--- src/rtl/phctrl_pkg.sv ---
// Shared types for the DDC phase-control scheduler: FSM states, default widths
// and the configuration word layout.
package phctrl_pkg;

  localparam int unsigned WIDTH_DEF   = 16;
  localparam int unsigned BURST_W_DEF = 16;

  typedef enum logic [1:0] {
    ST_IDLE  = 2'd0,
    ST_ARMED = 2'd1,
    ST_RUN   = 2'd2,
    ST_DONE  = 2'd3
  } state_e;

  typedef struct packed {
    logic [WIDTH_DEF-1:0]   inc;
    logic [WIDTH_DEF-1:0]   upto;
    logic [WIDTH_DEF-1:0]   offset;
    logic [BURST_W_DEF-1:0] burst;
  } cfg_word_t;

endpackage

--- src/rtl/phctrl_modcnt.sv ---
// Modulo counter datapath: load, clear, enabled step with run-time inc/upto,
// registered wrap pulse. One extra count bit keeps count+inc from overflowing.
module phctrl_modcnt #(
  parameter int unsigned WIDTH = 16
) (
  input  logic             clk_i,
  input  logic             rst_n_i,
  input  logic             clr_i,
  input  logic             load_i,
  input  logic [WIDTH-1:0] load_val_i,
  input  logic             step_i,
  input  logic [WIDTH-1:0] inc_i,
  input  logic [WIDTH-1:0] upto_i,
  output logic [WIDTH-1:0] count_o,
  output logic             pulse_o,
  output logic             wrap_o
);

  logic [WIDTH:0] cnt_q;
  logic           pulse_q;

  assign wrap_o  = step_i & (cnt_q >= {1'b0, upto_i});
  assign count_o = cnt_q[WIDTH-1:0];
  assign pulse_o = pulse_q;

  always_ff @(posedge clk_i or negedge rst_n_i) begin
    if (!rst_n_i) begin
      cnt_q   <= '0;
      pulse_q <= 1'b0;
    end else if (clr_i) begin
      cnt_q   <= '0;
      pulse_q <= 1'b0;
    end else if (load_i) begin
      cnt_q   <= {1'b0, load_val_i};
      pulse_q <= 1'b0;
    end else if (step_i) begin
      if (wrap_o) begin
        cnt_q   <= cnt_q - {1'b0, upto_i};
        pulse_q <= 1'b1;
      end else begin
        cnt_q   <= cnt_q + {1'b0, inc_i};
        pulse_q <= 1'b0;
      end
    end
  end

endmodule

--- src/rtl/phctrl_scheduler.sv ---
// Run-time controller for the phase-control modulo counter: arm/launch FSM,
// shadow configuration committed on wrap boundaries, and burst tally.
//
//   state | meaning
//   IDLE  | counter cleared, config writes go straight to the active set
//   ARMED | waiting for trig_i; writes go to the shadow
//   RUN   | counter stepping on en_i; shadow commits on the next wrap
//   DONE  | burst complete, one cycle with done_o high, then back to IDLE
module phctrl_scheduler
  import phctrl_pkg::*;
#(
  parameter int unsigned WIDTH    = WIDTH_DEF,
  parameter int unsigned BURST_W  = BURST_W_DEF,
  parameter int unsigned DEF_INC  = 1,
  parameter int unsigned DEF_UPTO = 10
) (
  input  logic               clk_i,
  input  logic               rst_n_i,
  input  logic               cfg_valid_i,
  output logic               cfg_ready_o,
  input  logic [WIDTH-1:0]   cfg_inc_i,
  input  logic [WIDTH-1:0]   cfg_upto_i,
  input  logic [WIDTH-1:0]   cfg_offset_i,
  input  logic [BURST_W-1:0] cfg_burst_i,
  input  logic               start_i,
  input  logic               trig_i,
  input  logic               stop_i,
  input  logic               en_i,
  output logic [WIDTH-1:0]   count_o,
  output logic               pulse_o,
  output logic               busy_o,
  output logic               done_o
);

  state_e             state_q;
  logic [WIDTH-1:0]   inc_q, upto_q, off_q;
  logic [BURST_W-1:0] burst_q;
  logic [WIDTH-1:0]   sh_inc_q, sh_upto_q, sh_off_q;
  logic [BURST_W-1:0] sh_burst_q;
  logic               pend_q;
  logic               done_q;
  logic [BURST_W-1:0] tally_q, run_burst_q;
  logic [BURST_W-1:0] tally_d;

  logic             in_idle, in_armed, in_run, in_done;
  logic             xfer, launch, step, clr, wrap, last;
  logic [WIDTH-1:0] launch_off;

  assign in_idle  = (state_q == ST_IDLE);
  assign in_armed = (state_q == ST_ARMED);
  assign in_run   = (state_q == ST_RUN);
  assign in_done  = (state_q == ST_DONE);

  assign cfg_ready_o = in_idle | ~pend_q;
  assign xfer        = cfg_valid_i & cfg_ready_o;
  assign launch      = in_armed & trig_i & ~stop_i;
  assign step        = in_run & en_i & ~stop_i;
  assign clr         = ((in_armed | in_run) & stop_i) | in_done;
  // A shadow still pending at launch supplies the start offset.
  assign launch_off  = pend_q ? sh_off_q : off_q;
  assign tally_d     = tally_q + BURST_W'(1);
  assign last        = wrap & (run_burst_q != '0) & (tally_d == run_burst_q);

  assign busy_o = in_armed | in_run;
  assign done_o = done_q;

  phctrl_modcnt #(.WIDTH(WIDTH)) u_modcnt (
    .clk_i      (clk_i),
    .rst_n_i    (rst_n_i),
    .clr_i      (clr),
    .load_i     (launch),
    .load_val_i (launch_off),
    .step_i     (step),
    .inc_i      (inc_q),
    .upto_i     (upto_q),
    .count_o    (count_o),
    .pulse_o    (pulse_o),
    .wrap_o     (wrap)
  );

  always_ff @(posedge clk_i or negedge rst_n_i) begin
    if (!rst_n_i) begin
      state_q     <= ST_IDLE;
      inc_q       <= WIDTH'(DEF_INC);
      upto_q      <= WIDTH'(DEF_UPTO);
      off_q       <= '0;
      burst_q     <= '0;
      sh_inc_q    <= '0;
      sh_upto_q   <= '0;
      sh_off_q    <= '0;
      sh_burst_q  <= '0;
      pend_q      <= 1'b0;
      done_q      <= 1'b0;
      tally_q     <= '0;
      run_burst_q <= '0;
    end else begin
      done_q <= 1'b0;
      case (state_q)
        ST_IDLE: begin
          if (xfer) begin
            inc_q   <= cfg_inc_i;
            upto_q  <= cfg_upto_i;
            off_q   <= cfg_offset_i;
            burst_q <= cfg_burst_i;
          end
          if (start_i) state_q <= ST_ARMED;
        end
        ST_ARMED: begin
          if (stop_i) begin
            state_q <= ST_IDLE;
            pend_q  <= 1'b0;
          end else begin
            if (trig_i) begin
              state_q     <= ST_RUN;
              tally_q     <= '0;
              run_burst_q <= pend_q ? sh_burst_q : burst_q;
              if (pend_q) begin
                inc_q   <= sh_inc_q;
                upto_q  <= sh_upto_q;
                off_q   <= sh_off_q;
                burst_q <= sh_burst_q;
                pend_q  <= 1'b0;
              end
            end
            if (xfer) begin
              sh_inc_q   <= cfg_inc_i;
              sh_upto_q  <= cfg_upto_i;
              sh_off_q   <= cfg_offset_i;
              sh_burst_q <= cfg_burst_i;
              pend_q     <= 1'b1;
            end
          end
        end
        ST_RUN: begin
          if (stop_i) begin
            state_q <= ST_IDLE;
            pend_q  <= 1'b0;
          end else begin
            // The wrap itself uses the old upto; the commit takes effect after it.
            if (wrap) begin
              tally_q <= tally_d;
              if (pend_q) begin
                inc_q   <= sh_inc_q;
                upto_q  <= sh_upto_q;
                off_q   <= sh_off_q;
                burst_q <= sh_burst_q;
                pend_q  <= 1'b0;
              end
              if (last) begin
                state_q <= ST_DONE;
                done_q  <= 1'b1;
              end
            end
            if (xfer) begin
              sh_inc_q   <= cfg_inc_i;
              sh_upto_q  <= cfg_upto_i;
              sh_off_q   <= cfg_offset_i;
              sh_burst_q <= cfg_burst_i;
              pend_q     <= 1'b1;
            end
          end
        end
        ST_DONE: begin
          state_q <= ST_IDLE;
          if (pend_q) begin
            inc_q   <= sh_inc_q;
            upto_q  <= sh_upto_q;
            off_q   <= sh_off_q;
            burst_q <= sh_burst_q;
            pend_q  <= 1'b0;
          end
          if (xfer) begin
            inc_q   <= cfg_inc_i;
            upto_q  <= cfg_upto_i;
            off_q   <= cfg_offset_i;
            burst_q <= cfg_burst_i;
          end
        end
        default: state_q <= ST_IDLE;
      endcase
    end
  end

endmodule
--- config.mk ---
export PLATFORM = sky130hd
export DESIGN_NAME = phctrl_scheduler
export DESIGN_NICKNAME = d
export VERILOG_FILES = /design/src/rtl/phctrl_pkg.sv /design/src/rtl/phctrl_modcnt.sv /design/src/rtl/phctrl_scheduler.sv
export SDC_FILE = /design/constraint.sdc
export NUM_CORES = 1
export LEC_CHECK = 0
export BUFFER_PORTS_ARGS = -buffer_cell sky130_fd_sc_hd__buf_2
export CAP_MARGIN = 25
export CORE_MARGIN = 10
export CORE_UTILIZATION = 55
export DETAILED_ROUTE_END_ITERATION = 12
export GPL_TIMING_DRIVEN = 0
export PLACE_DENSITY_LB_ADDON = 0.12
export SYNTH_ARGS = -nofsm -noshare
export SYNTH_HDL_FRONTEND = slang
export SYNTH_SLANG_ARGS = --single-unit
--- constraint.sdc ---
create_clock -name clk_i -period 2.9 [get_ports clk_i]
set_input_delay 0.29 -clock clk_i [delete_from_list [all_inputs] [get_ports clk_i]]
set_output_delay 0.29 -clock clk_i [all_outputs]
set_load 0.02 [all_outputs]
==> out/results.ini, run 1 <==
[detailed_routing]
first_pass_iters=5
via_count=8945
drtAntennaViolNets=0
drtIter0Drc=735
routed_wl_mm=31.1
avgViaCountPerCell=6.34
drc=0
wire_per_inst_um=22.1

[power]
p_clk_share_pct=14.6
p_leak_nw=5.55
p_int_mw=8.78
total_power_mw=15.7
netSwitchingFraction_pct=43.9
combPwrFrac_pct=56.5
pwr_density_cell_nw_per_um2=1220
p_sw_mw=6.88
pwr-share-seq_pct=28.9
peakVddDrop_uv=588

[timing]
finalSetupViolations=64
worst_slack_ns=-0.132
rsz0062_at_grt=yes
max_freq_ghz=0.330
relSlewSlack_pct=40.6
hold_viol_final=0
maxSlewViolCount=0
tightest_slew_ns=0.886
fin_skew_ns=0.00858
fin_crit_sh_pct=105
finalCriticalPeriod_ns=3.03

[setup_path]
end_kind=flip-flop
arrival_ns=3.34
r2r_end=upto_q[13]$_DFFE_PN0P_
start_kind=flip-flop
critPathSlowestCell=dfrtp_2
critical_path_required_ns=3.20
r2r_cells=12
r2r_setup_slack_ns=-0.13
worst-path-max-fanout=7
crit_chain=ha_4 > nand3_2 > a21oi_4 > a21oi_4 > a2111oi_4 > buf_4 > nor2_4 > a211o_4 > a21o_4 > buf_8 > buf_8 > o2bb2ai_2
cpPeakStageDelay_ns=0.50
worstSetupPathType=reg -> reg
r2r_start=u_modcnt.cnt_q[7]$_DFFE_PN0P_

[logic_synthesis]
synth_most_common_cell=dfrtp_1
yosysWarnings=0
async_reset_ff_share_pct=100
synth-seq-cells=182
syn-instance-count=1023
synth_top_area_share_pct=42.9
syn-num-nets=1133
synthTopCellsByArea=dfrtp_1, mux2_2, o2bb2ai_1
ys_types=69
yosysSeqAreaShare_pct=43.6
synthTopCellsByCount=dfrtp_1, mux2_2, a22oi_1, nor2_1, o21ai_0
yosys.area.top_type=dfrtp_1
avgSynthCellArea_um2=10.2
ys.flop_type=dfrtp_1
synth_edf_count=0
netlist_area_um2=10400

[hold_path]
hold_end=sh_upto_q[3]$_DFFE_PN0P_
holdPathStages=2
min_path_type=in -> reg
hold_start=cfg_upto_i[3]

[outcome]
violations=setup timing
outcome=complete, but fails checks

[cts]
clock_path_buffers=2
cts_tree=built
root_buffer=clkbuf_16
clk_latency_ns=0.44
path_clk_slew_ns=0.08
cts.sinks=182
htreeDepth=4
numCtsBuffers=17

[global_route]
grt_max_degree=104
grt_antenna_before_repair=1
grt_pass1_vias=8472
gr-usage-all-layers_pct=23.8
grt_remaining_overflow=0
grt_pass1_wl_mm=46.4

[finish]
drive_above_1_share_pct=31.9
num_antenna_cells=0
synthToLayoutAreaGrowth_pct=23.4
fin_nets=1273
final_util_pct=68.9
instances_no_fill=1410

[floorplan]
core_area_um2=18700
start_util_pct=55.8
num_io_pins=91
dieHeight_um=158
die_area_um2=24900
die_w_um=158
rows=50

[placement]
portBuffers=89
dp_hpwl_mm=21.7
dpl.cell_count=1347
gp_congestion=0.979

[run]
cap_violations=0

==> cells by family (layout without fill, tap and decap cells) <==
family,Yosys count,in the layout,share of synthesized area (%)
AOI/OAI and AO/OA,332,332,22.5
DFF,182,182,43.6
adders and majority gates,39,39,4.81
buffers and inverters,109,261,4.84
and+or+nand+nor,220,221,10.4
muxes,99,99,10.3
xor gates and xnor gates,42,42,3.52
==> power groups by stage <==
| stage | Clock [mW] | Sequential [mW] | Combinational [mW] |
|---|---|---|---|
| 2_1_floorplan | 0 | 4.14 | 5.30 |
| 3_3_place_gp | 0 | 4.43 | 6.85 |
| 3_5_place_dp | 0 | 4.47 | 6.96 |
| 4_1_cts | 2.30 | 4.44 | 7.53 |
| 5_1_grt | 2.40 | 4.64 | 9.48 |
| 6_report | 2.29 | 4.52 | 8.85 |
==> stage by stage <==
step	setup WS [ns]	hold slack (ns)	setup TNS, ns	area [um2]
final	-0.132	0.0939	-4.10	12900
after floorplan	0.0122	-0.00559	0	10500
after global placement	-1.50	0.461	-313.52	11200
after CTS	-0.0477	0.0914	-0.633	12100
after global routing	-0.232	0.0899	-8.27	12900
after detailed placement	-0.598	0.321	-49.63	11200
==> per-layer routing <==
layer | up-vias | GRT usage, % | wire [um]
met5 | - | 0 | 13
met2 | 348 | 34.2 | 13800
met3 | 57 | 4.50 | 2040
met1 | 4430 | 35.5 | 14500
li1 | 4108 | - | -
met4 | 2 | 7.21 | 788
==> worst max path at each step <==
stage / start / to / depth (start not counted)
after floorplan: u_modcnt.cnt_q[0]$_DFFE_PN0P_ / u_modcnt.cnt_q[16]$_DFFE_PN0P_ / 12
after global routing: u_modcnt.cnt_q[0]$_DFFE_PN0P_ / u_modcnt.cnt_q[12]$_DFFE_PN0P_ / 12
after CTS: state_q[0]$_DFFE_PN0P_ / upto_q[13]$_DFFE_PN0P_ / 14
final: u_modcnt.cnt_q[7]$_DFFE_PN0P_ / upto_q[13]$_DFFE_PN0P_ / 12
after detailed placement: u_modcnt.cnt_q[12]$_DFFE_PN0P_ / upto_q[12]$_DFFE_PN0P_ / 12
after global placement: rst_n_i / burst_q[14]$_DFFE_PN0P_ / 1
==> area by class of cell <==
cell class | count | area, um2
multi-input combinational | 733 | 6090
fill | 1432 | 5820
clock buffer | 19 | 443
timing repair buffer | 122 | 796
buffer | 72 | 434
inverter | 35 | 135
sequential | 182 | 4560
tap | 234 | 293
clock inverter | 13 | 134
==> state kept, by name, indices dropped and copies added (netlist names) <==
name,flops
burst_q,16
done_o,1
inc_q,16
off_q,16
pend_q,1
run_burst_q,16
sh_burst_q,16
sh_inc_q,16
sh_off_q,16
sh_upto_q,16
state_q,2
tally_q,16
u_modcnt.cnt_q,17
u_modcnt.pulse_o,1
upto_q,16
==> cells in the final DEF, fill, tap and decap left out, types with 18 or more instances in the layout <==
master,synthesis,layout
nand2_1,58,56
clkbuf_16,0,21
o21ai_0,61,45
a22oi_1,61,61
o2bb2ai_1,59,35
mux2_2,66,66
a21oi_1,51,43
xnor2_1,28,28
mux2i_1,33,33
ha_1,37,24
buf_2,13,96
dfrtp_1,179,174
buf_4,17,43
clkbuf_1,38,23
inv_1,34,30
nor2_1,61,59
nor3_1,20,18
==> critical path: cells and delay by family (launching register included) <==
family,cells,cell delay [ns]
compound gates,6,1.36
fa+ha+maj,1,0.34
buf+inv,3,0.50
flops,1,0.50
simple gates,2,0.20
==> what timing repair did <==
action	in CTS	in global routing
pin swaps	11	26
hold buffers	1	0
resized for setup	63	116
setup buffers	12	15
setup endpoints to repair	159	137
gates cloned	0	5
hold endpoints to repair	76	0
Note: power is estimated with default switching activity, not from simulation.
==> inputs of run 2 (changes only) <==
CTS_CLUSTER_SIZE = 20   (was default)
RECOVER_POWER = 25   (was default)
==> run 2 against run 1 <==
  * The flow finishes with violations (capacitance limit, slew limit, setup timing)
  * Clock-buffer cell count unchanged
  * Power is essentially flat
  * Wire length barely moved
  * Non-clock buffer count is the same
  * Setup slack better by 0.00064 ns
  * Cell area barely moved
  * Hold slack got worse by 0.00052 ns
  * Maximum frequency barely moved
  * Sequential power about the same
  * Via count hardly changed
==> out/results.ini, run 2 (same netlist as run 1, synthesis figures left out) <==
[timing]
maxSlewViolCount=80  ; was 0
finalCriticalPeriod_ns=3.03  ; about the same
hold_viol_final=0  ; unchanged
fin_skew_ns=0.00862  ; was 0.00858 ns
finalSetupViolations=63  ; was 64
holdWs_ns=0.0934  ; was 0.0939 ns
fin_crit_sh_pct=105  ; about the same
max_freq_ghz=0.330  ; about the same
tightest_slew_ns=2.11  ; was 0.886 ns
rsz0062_at_grt=yes  ; unchanged
relSlewSlack_pct=-40.7  ; was 40.6%
fin_tns_setup_ns=-4.06  ; was -4.10 ns
worst_slack_ns=-0.131  ; was -0.132 ns

[outcome]
violations=capacitance limit, slew limit, setup timing  ; was setup timing
outcome=complete, but fails checks  ; unchanged

[floorplan]
die_area_um2=24900  ; unchanged
rows=50  ; unchanged
num_io_pins=91  ; unchanged
core_area_um2=18700  ; unchanged
dieHeight_um=158  ; unchanged
start_util_pct=55.8  ; unchanged
die_w_um=158  ; unchanged

[cts]
cts_tree=built  ; unchanged
path_clk_slew_ns=0.08  ; about the same
htreeDepth=4  ; unchanged
root_buffer=clkbuf_16  ; unchanged
cts.sinks=182  ; unchanged
numCtsBuffers=17  ; unchanged
clock_path_buffers=2  ; unchanged
clk_latency_ns=0.44  ; about the same

[power]
combPwrFrac_pct=56.5  ; about the same
pwr-share-seq_pct=28.9  ; about the same
pwr_density_cell_nw_per_um2=1220  ; about the same
p_clk_share_pct=14.6  ; about the same
p_leak_nw=5.54  ; was 5.55 nW
netSwitchingFraction_pct=43.9  ; about the same
p_int_mw=8.78  ; about the same
peakVddDrop_uv=588  ; about the same
total_power_mw=15.7  ; about the same
p_sw_mw=6.88  ; about the same

[global_route]
gr-usage-all-layers_pct=23.8  ; unchanged
grt_remaining_overflow=0  ; unchanged
grt_max_degree=104  ; unchanged
grt_pass1_wl_mm=46.4  ; unchanged
grt_pass1_vias=8472  ; unchanged
grt_antenna_before_repair=1  ; unchanged

[setup_path]
arrival_ns=3.34  ; about the same
r2r_end=upto_q[13]$_DFFE_PN0P_  ; unchanged
r2r_cells=12  ; unchanged
critical_path_required_ns=3.20  ; about the same
crit_chain=ha_4 > nand3_2 > a21oi_4 > a21oi_4 > a2111oi_4 > buf_4 > nor2_4 > a211o_4 > a21o_4 > buf_8 > buf_8 > o2bb2ai_2  ; unchanged
end_kind=flip-flop  ; unchanged
r2r_setup_slack_ns=-0.13  ; about the same
crit_start=u_modcnt.cnt_q[7]$_DFFE_PN0P_  ; unchanged
cpPeakStageDelay_ns=0.50  ; about the same
worst-path-max-fanout=7  ; unchanged
start_kind=flip-flop  ; unchanged
critPathSlowestCell=dfrtp_2  ; unchanged
r2r_start=u_modcnt.cnt_q[7]$_DFFE_PN0P_  ; unchanged
worstSetupPathType=reg -> reg  ; unchanged

[placement]
gp_congestion=0.979  ; unchanged
placed_cell_area_um2=11200  ; unchanged
portBuffers=89  ; unchanged
dp_hpwl_mm=21.7  ; unchanged

[finish]
final_common_cell=dfrtp_1  ; unchanged
largest_register_ffs=17  ; unchanged
final_cell_mix=dfrtp_1, buf_2, mux2_2  ; unchanged
synthToLayoutAreaGrowth_pct=23.3  ; was 23.4%
final_cell_area_um2=12900  ; about the same
drive_above_1_share_pct=31.9  ; unchanged
fin_nets=1273  ; unchanged
num_antenna_cells=0  ; unchanged
largest_register=u_modcnt.cnt_q  ; unchanged

[hold_path]
min_path_type=in -> reg  ; unchanged
hold_start=cfg_upto_i[3]  ; unchanged
hold_end=sh_upto_q[3]$_DFFE_PN0P_  ; unchanged
holdPathStages=2  ; unchanged

[detailed_routing]
via_count=8938  ; was 8945
drc=0  ; unchanged
avgViaCountPerCell=6.34  ; about the same
drtAntennaViolNets=0  ; unchanged
routed_wl_mm=31.1  ; about the same
first_pass_iters=5  ; unchanged
drtIter0Drc=735  ; unchanged
wire_per_inst_um=22.1  ; about the same

[run]
cap_violations=1  ; was 0

-- run 2: cell type report --
| cell class | instances | area (um2) |
|---|---|---|
| timing repair buffer | 122 | 786 |
| buffer | 72 | 434 |
| tap | 234 | 293 |
| inverter | 35 | 135 |
| sequential | 182 | 4560 |
| multi-input combinational | 733 | 6090 |
| clock inverter | 13 | 134 |
| clock buffer | 19 | 443 |
| fill | 1433 | 5830 |
-- run 2: timing repair --
item	CTS	global route
hold buffers	1	0
cloned	0	5
gates resized for setup	63	116
buffers inserted	12	15
hold endpoints to repair	76	0
pin swaps	11	26
endpoints found under the setup margin	159	137
-- run 2: how the worst max path moves through the flow --
stage                                          end  cells after the start
floorplan           u_modcnt.cnt_q[16]$_DFFE_PN0P_                     12
global placement           burst_q[14]$_DFFE_PN0P_                      1
finish                      upto_q[13]$_DFFE_PN0P_                     12
CTS                         upto_q[13]$_DFFE_PN0P_                     14
detailed placement          upto_q[12]$_DFFE_PN0P_                     12
global route        u_modcnt.cnt_q[12]$_DFFE_PN0P_                     12
-- run 2: critical path, delay by kind of cell (launching register included) --
| kind | cells | cell delay, ns |
|---|---|---|
| compound gates | 6 | 1.36 |
| flops | 1 | 0.50 |
| fa+ha+maj | 1 | 0.34 |
| buf+inv | 3 | 0.50 |
| simple gates | 2 | 0.20 |
-- run 2: metrics by stage --
stage	std cells	utilization [%]	setup WS, ns
after floorplan	1023	-	0.0122
final	1410	68.8	-0.131
after CTS	1390	64.9	-0.0477
after global routing	1410	68.8	-0.232
after detailed placement	1347	60.0	-0.598
after global placement	1346	59.8	-1.50
-- run 2: layer usage --
layer  wire length, um  vias to the layer above  GRT usage (%)
met5                13                        -              0
met2             13800                      348           34.2
met4               788                        2           7.21
li1                  -                     4108              -
met1             14500                     4423           35.5
met3              2040                       57           4.50
-- run 2: power groups by stage --
stage | logic, mW | clock network [mW] | registers (mW)
finish | 8.85 | 2.29 | 4.52
global route | 9.48 | 2.40 | 4.64
CTS | 7.53 | 2.30 | 4.44
detailed placement | 6.96 | 0 | 4.47
global placement | 6.85 | 0 | 4.43
floorplan | 5.30 | 0 | 4.14
==> inputs of run 3 (changes only) <==
CORE_ASPECT_RATIO = 0.75   (was default)
GPL_ROUTABILITY_DRIVEN = 0   (was default)
==> run 3 against run 2 <==
  * The flow still finishes with violations (capacitance limit, slew limit, setup timing)
  * Cell count increased by 1.1%
  * Clock-buffer cell count decreased by 1
  * Wire length increased by 0.99%
  * Non-clock buffer count increased by 3
  * Hold slack got worse by 0.0065 ns
  * Clock skew increased by 0.013 ns
  * Register-to-register slack improved by 0.07 ns
  * Via count increased by 1.0%
  * Sequential power about the same
  * First-iteration DRC count increased by 60%
  * Die area increased by 0.23%
  * Global-route usage increased by 1.0 points
==> out/results.ini, run 3 (same netlist as run 1, synthesis figures left out) <==
[timing]
finalCriticalPeriod_ns=2.96  ; was 3.03 ns
relSlewSlack_pct=-22.1  ; was -40.7%
maxSlewViolCount=68  ; was 80
fin_skew_ns=0.0213  ; was 0.00862 ns
worst_slack_ns=-0.0573  ; was -0.131 ns
tightest_slew_ns=1.83  ; was 2.11 ns
rsz0062_at_grt=yes  ; unchanged
holdWs_ns=0.0868  ; was 0.0934 ns
fin_crit_sh_pct=102  ; was 105%
finalSetupViolations=17  ; was 63
fin_tns_setup_ns=-0.480  ; was -4.06 ns
hold_viol_final=0  ; unchanged
max_freq_ghz=0.338  ; was 0.330 GHz

[finish]
synthToLayoutAreaGrowth_pct=22.0  ; was 23.3%
largest_register=u_modcnt.cnt_q  ; unchanged
final_common_cell=dfrtp_1  ; unchanged
final_cell_mix=dfrtp_1, buf_2, mux2_2  ; unchanged
drive_above_1_share_pct=30.6  ; was 31.9%
num_antenna_cells=0  ; unchanged
fin_nets=1275  ; was 1273
largest_register_ffs=17  ; unchanged

[setup_path]
start_kind=flip-flop  ; unchanged
worstSetupPathType=reg -> reg  ; unchanged
r2r_end=state_q[1]$_DFFE_PN0P_  ; was upto_q[13]$_DFFE_PN0P_
r2r_setup_slack_ns=-0.06  ; was -0.13 ns
arrival_ns=3.28  ; was 3.34 ns
r2r_cells=11  ; was 12
worst-path-max-fanout=7  ; unchanged
critical_path_required_ns=3.22  ; was 3.20 ns
end_kind=flip-flop  ; unchanged
r2r_start=u_modcnt.cnt_q[5]$_DFFE_PN0P_  ; was u_modcnt.cnt_q[7]$_DFFE_PN0P_

[floorplan]
dieHeight_um=139  ; was 158 um
die_w_um=179  ; was 158 um
core_area_um2=18600  ; was 18700 um2
rows=43  ; was 50
num_io_pins=91  ; unchanged
die_area_um2=25000  ; was 24900 um2
start_util_pct=56.3  ; was 55.8%

[hold_path]
min_path_type=in -> reg  ; unchanged
hold_end=sh_inc_q[11]$_DFFE_PN0P_  ; was sh_upto_q[3]$_DFFE_PN0P_
hold_start=cfg_inc_i[11]  ; was cfg_upto_i[3]
holdPathStages=2  ; unchanged

[power]
total_power_mw=15.7  ; about the same
p_leak_nw=5.48  ; was 5.54 nW
pwr_density_cell_nw_per_um2=1230  ; was 1220 nW/um2
peakVddDrop_uv=556  ; was 588 uV

[global_route]
grt_max_degree=116  ; was 104
gr-usage-all-layers_pct=24.8  ; was 23.8%
grt_remaining_overflow=0  ; unchanged
grt_pass1_vias=8553  ; was 8472
grt_pass1_wl_mm=48.9  ; was 46.4 mm
grt_antenna_before_repair=0  ; was 1

[detailed_routing]
wire_per_inst_um=22.1  ; about the same
routed_wl_mm=31.4  ; was 31.1 mm
drc=0  ; unchanged
via_count=9030  ; was 8938
drtIter0Drc=1176  ; was 735
avgViaCountPerCell=6.34  ; about the same
drtAntennaViolNets=0  ; unchanged
first_pass_iters=5  ; unchanged

[cts]
clock_path_buffers=2  ; unchanged
clk_latency_ns=0.45  ; was 0.44 ns
htreeDepth=4  ; unchanged
numCtsBuffers=17  ; unchanged
cts.sinks=182  ; unchanged
cts_tree=built  ; unchanged
path_clk_slew_ns=0.08  ; about the same
root_buffer=clkbuf_16  ; unchanged

[outcome]
outcome=complete, but fails checks  ; unchanged
violations=capacitance limit, slew limit, setup timing  ; unchanged

[run]
cap_violations=1  ; unchanged

[placement]
place_ws_ns=-0.687  ; was -0.598 ns
dp_hpwl_mm=22.3  ; was 21.7 mm
portBuffers=89  ; unchanged

## run 3: changes by cell type in the layout (fill, tap and decap cells not counted), moves of 6 or more
cell	previous run	this run
buf_4	43	52
o21ai_2	12	1
o2bb2ai_4	7	1
o21ai_0	45	54
o2bb2ai_1	35	41
## run 3: power breakdown
part	internal (mW)	switching (mW)
Sequential	3.60	0.943
Clock	1.24	1.16
Combinational	3.99	4.79
Total	8.83	6.89
## run 3: what timing repair did
action / 4_1_cts / 5_1_grt
setup endpoints to repair: 149 / 111
gates cloned: 0 / 1
endpoints found under the hold margin: 67 / 0
hold buffers: 1 / 0
pin swaps: 17 / 20
resized for setup: 54 / 103
buffers inserted: 19 / 12
## run 3: cell type report
cell class,count,area [um2]
well taps,247,309
repair buffers,125,773
multi-input cells,732,5920
plain buffers,72,427
fillers,1396,5820
clock inverters,14,183
inverters,35,135
clock buffers,18,429
flip-flops and latches,182,4560
## run 3: metal layers
layer	GRT usage [%]	wire, um
met5	0	0
met2	32.7	13000
met3	6.43	3040
met4	7.49	562
met1	38.4	14800
## run 3: worst max-delay path, stage by stage (launching register included)
cell and delay [ns]:
dfrtp_2 0.44, ha_1 0.31, buf_6 0.13, nand3_2 0.10, a21oi_4 0.21, a21oi_4 0.06, a2111oi_4 0.42, nor2_4 0.11
buf_4 0.15, o41ai_2 0.40, nand2b_1 0.14, a311o_1 0.37
## run 3: how the worst max path moves through the flow
| stage | startpoint | to | slack [ns] |
|---|---|---|---|
| after CTS | upto_q[1]$_DFFE_PN1P_ | upto_q[7]$_DFFE_PN0P_ | -0.01 |
| after detailed placement | u_modcnt.cnt_q[10]$_DFFE_PN0P_ | upto_q[7]$_DFFE_PN0P_ | -0.69 |
| final | u_modcnt.cnt_q[5]$_DFFE_PN0P_ | state_q[1]$_DFFE_PN0P_ | -0.06 |
| after global routing | u_modcnt.cnt_q[0]$_DFFE_PN0P_ | u_modcnt.cnt_q[12]$_DFFE_PN0P_ | -0.15 |
| after floorplan | u_modcnt.cnt_q[0]$_DFFE_PN0P_ | u_modcnt.cnt_q[16]$_DFFE_PN0P_ | 0.01 |
| after global placement | rst_n_i | burst_q[4]$_DFFE_PN0P_ | -1.49 |
## run 3: through the flow
step                      utilization [%]  cells  instance area [um2]
after CTS                            66.0   1412                12300
after global routing                 68.6   1425                12700
after floorplan                         -   1023                10500
after detailed placement             60.7   1362                11300
final                                68.6   1425                12700
after global placement               60.4   1359                11200
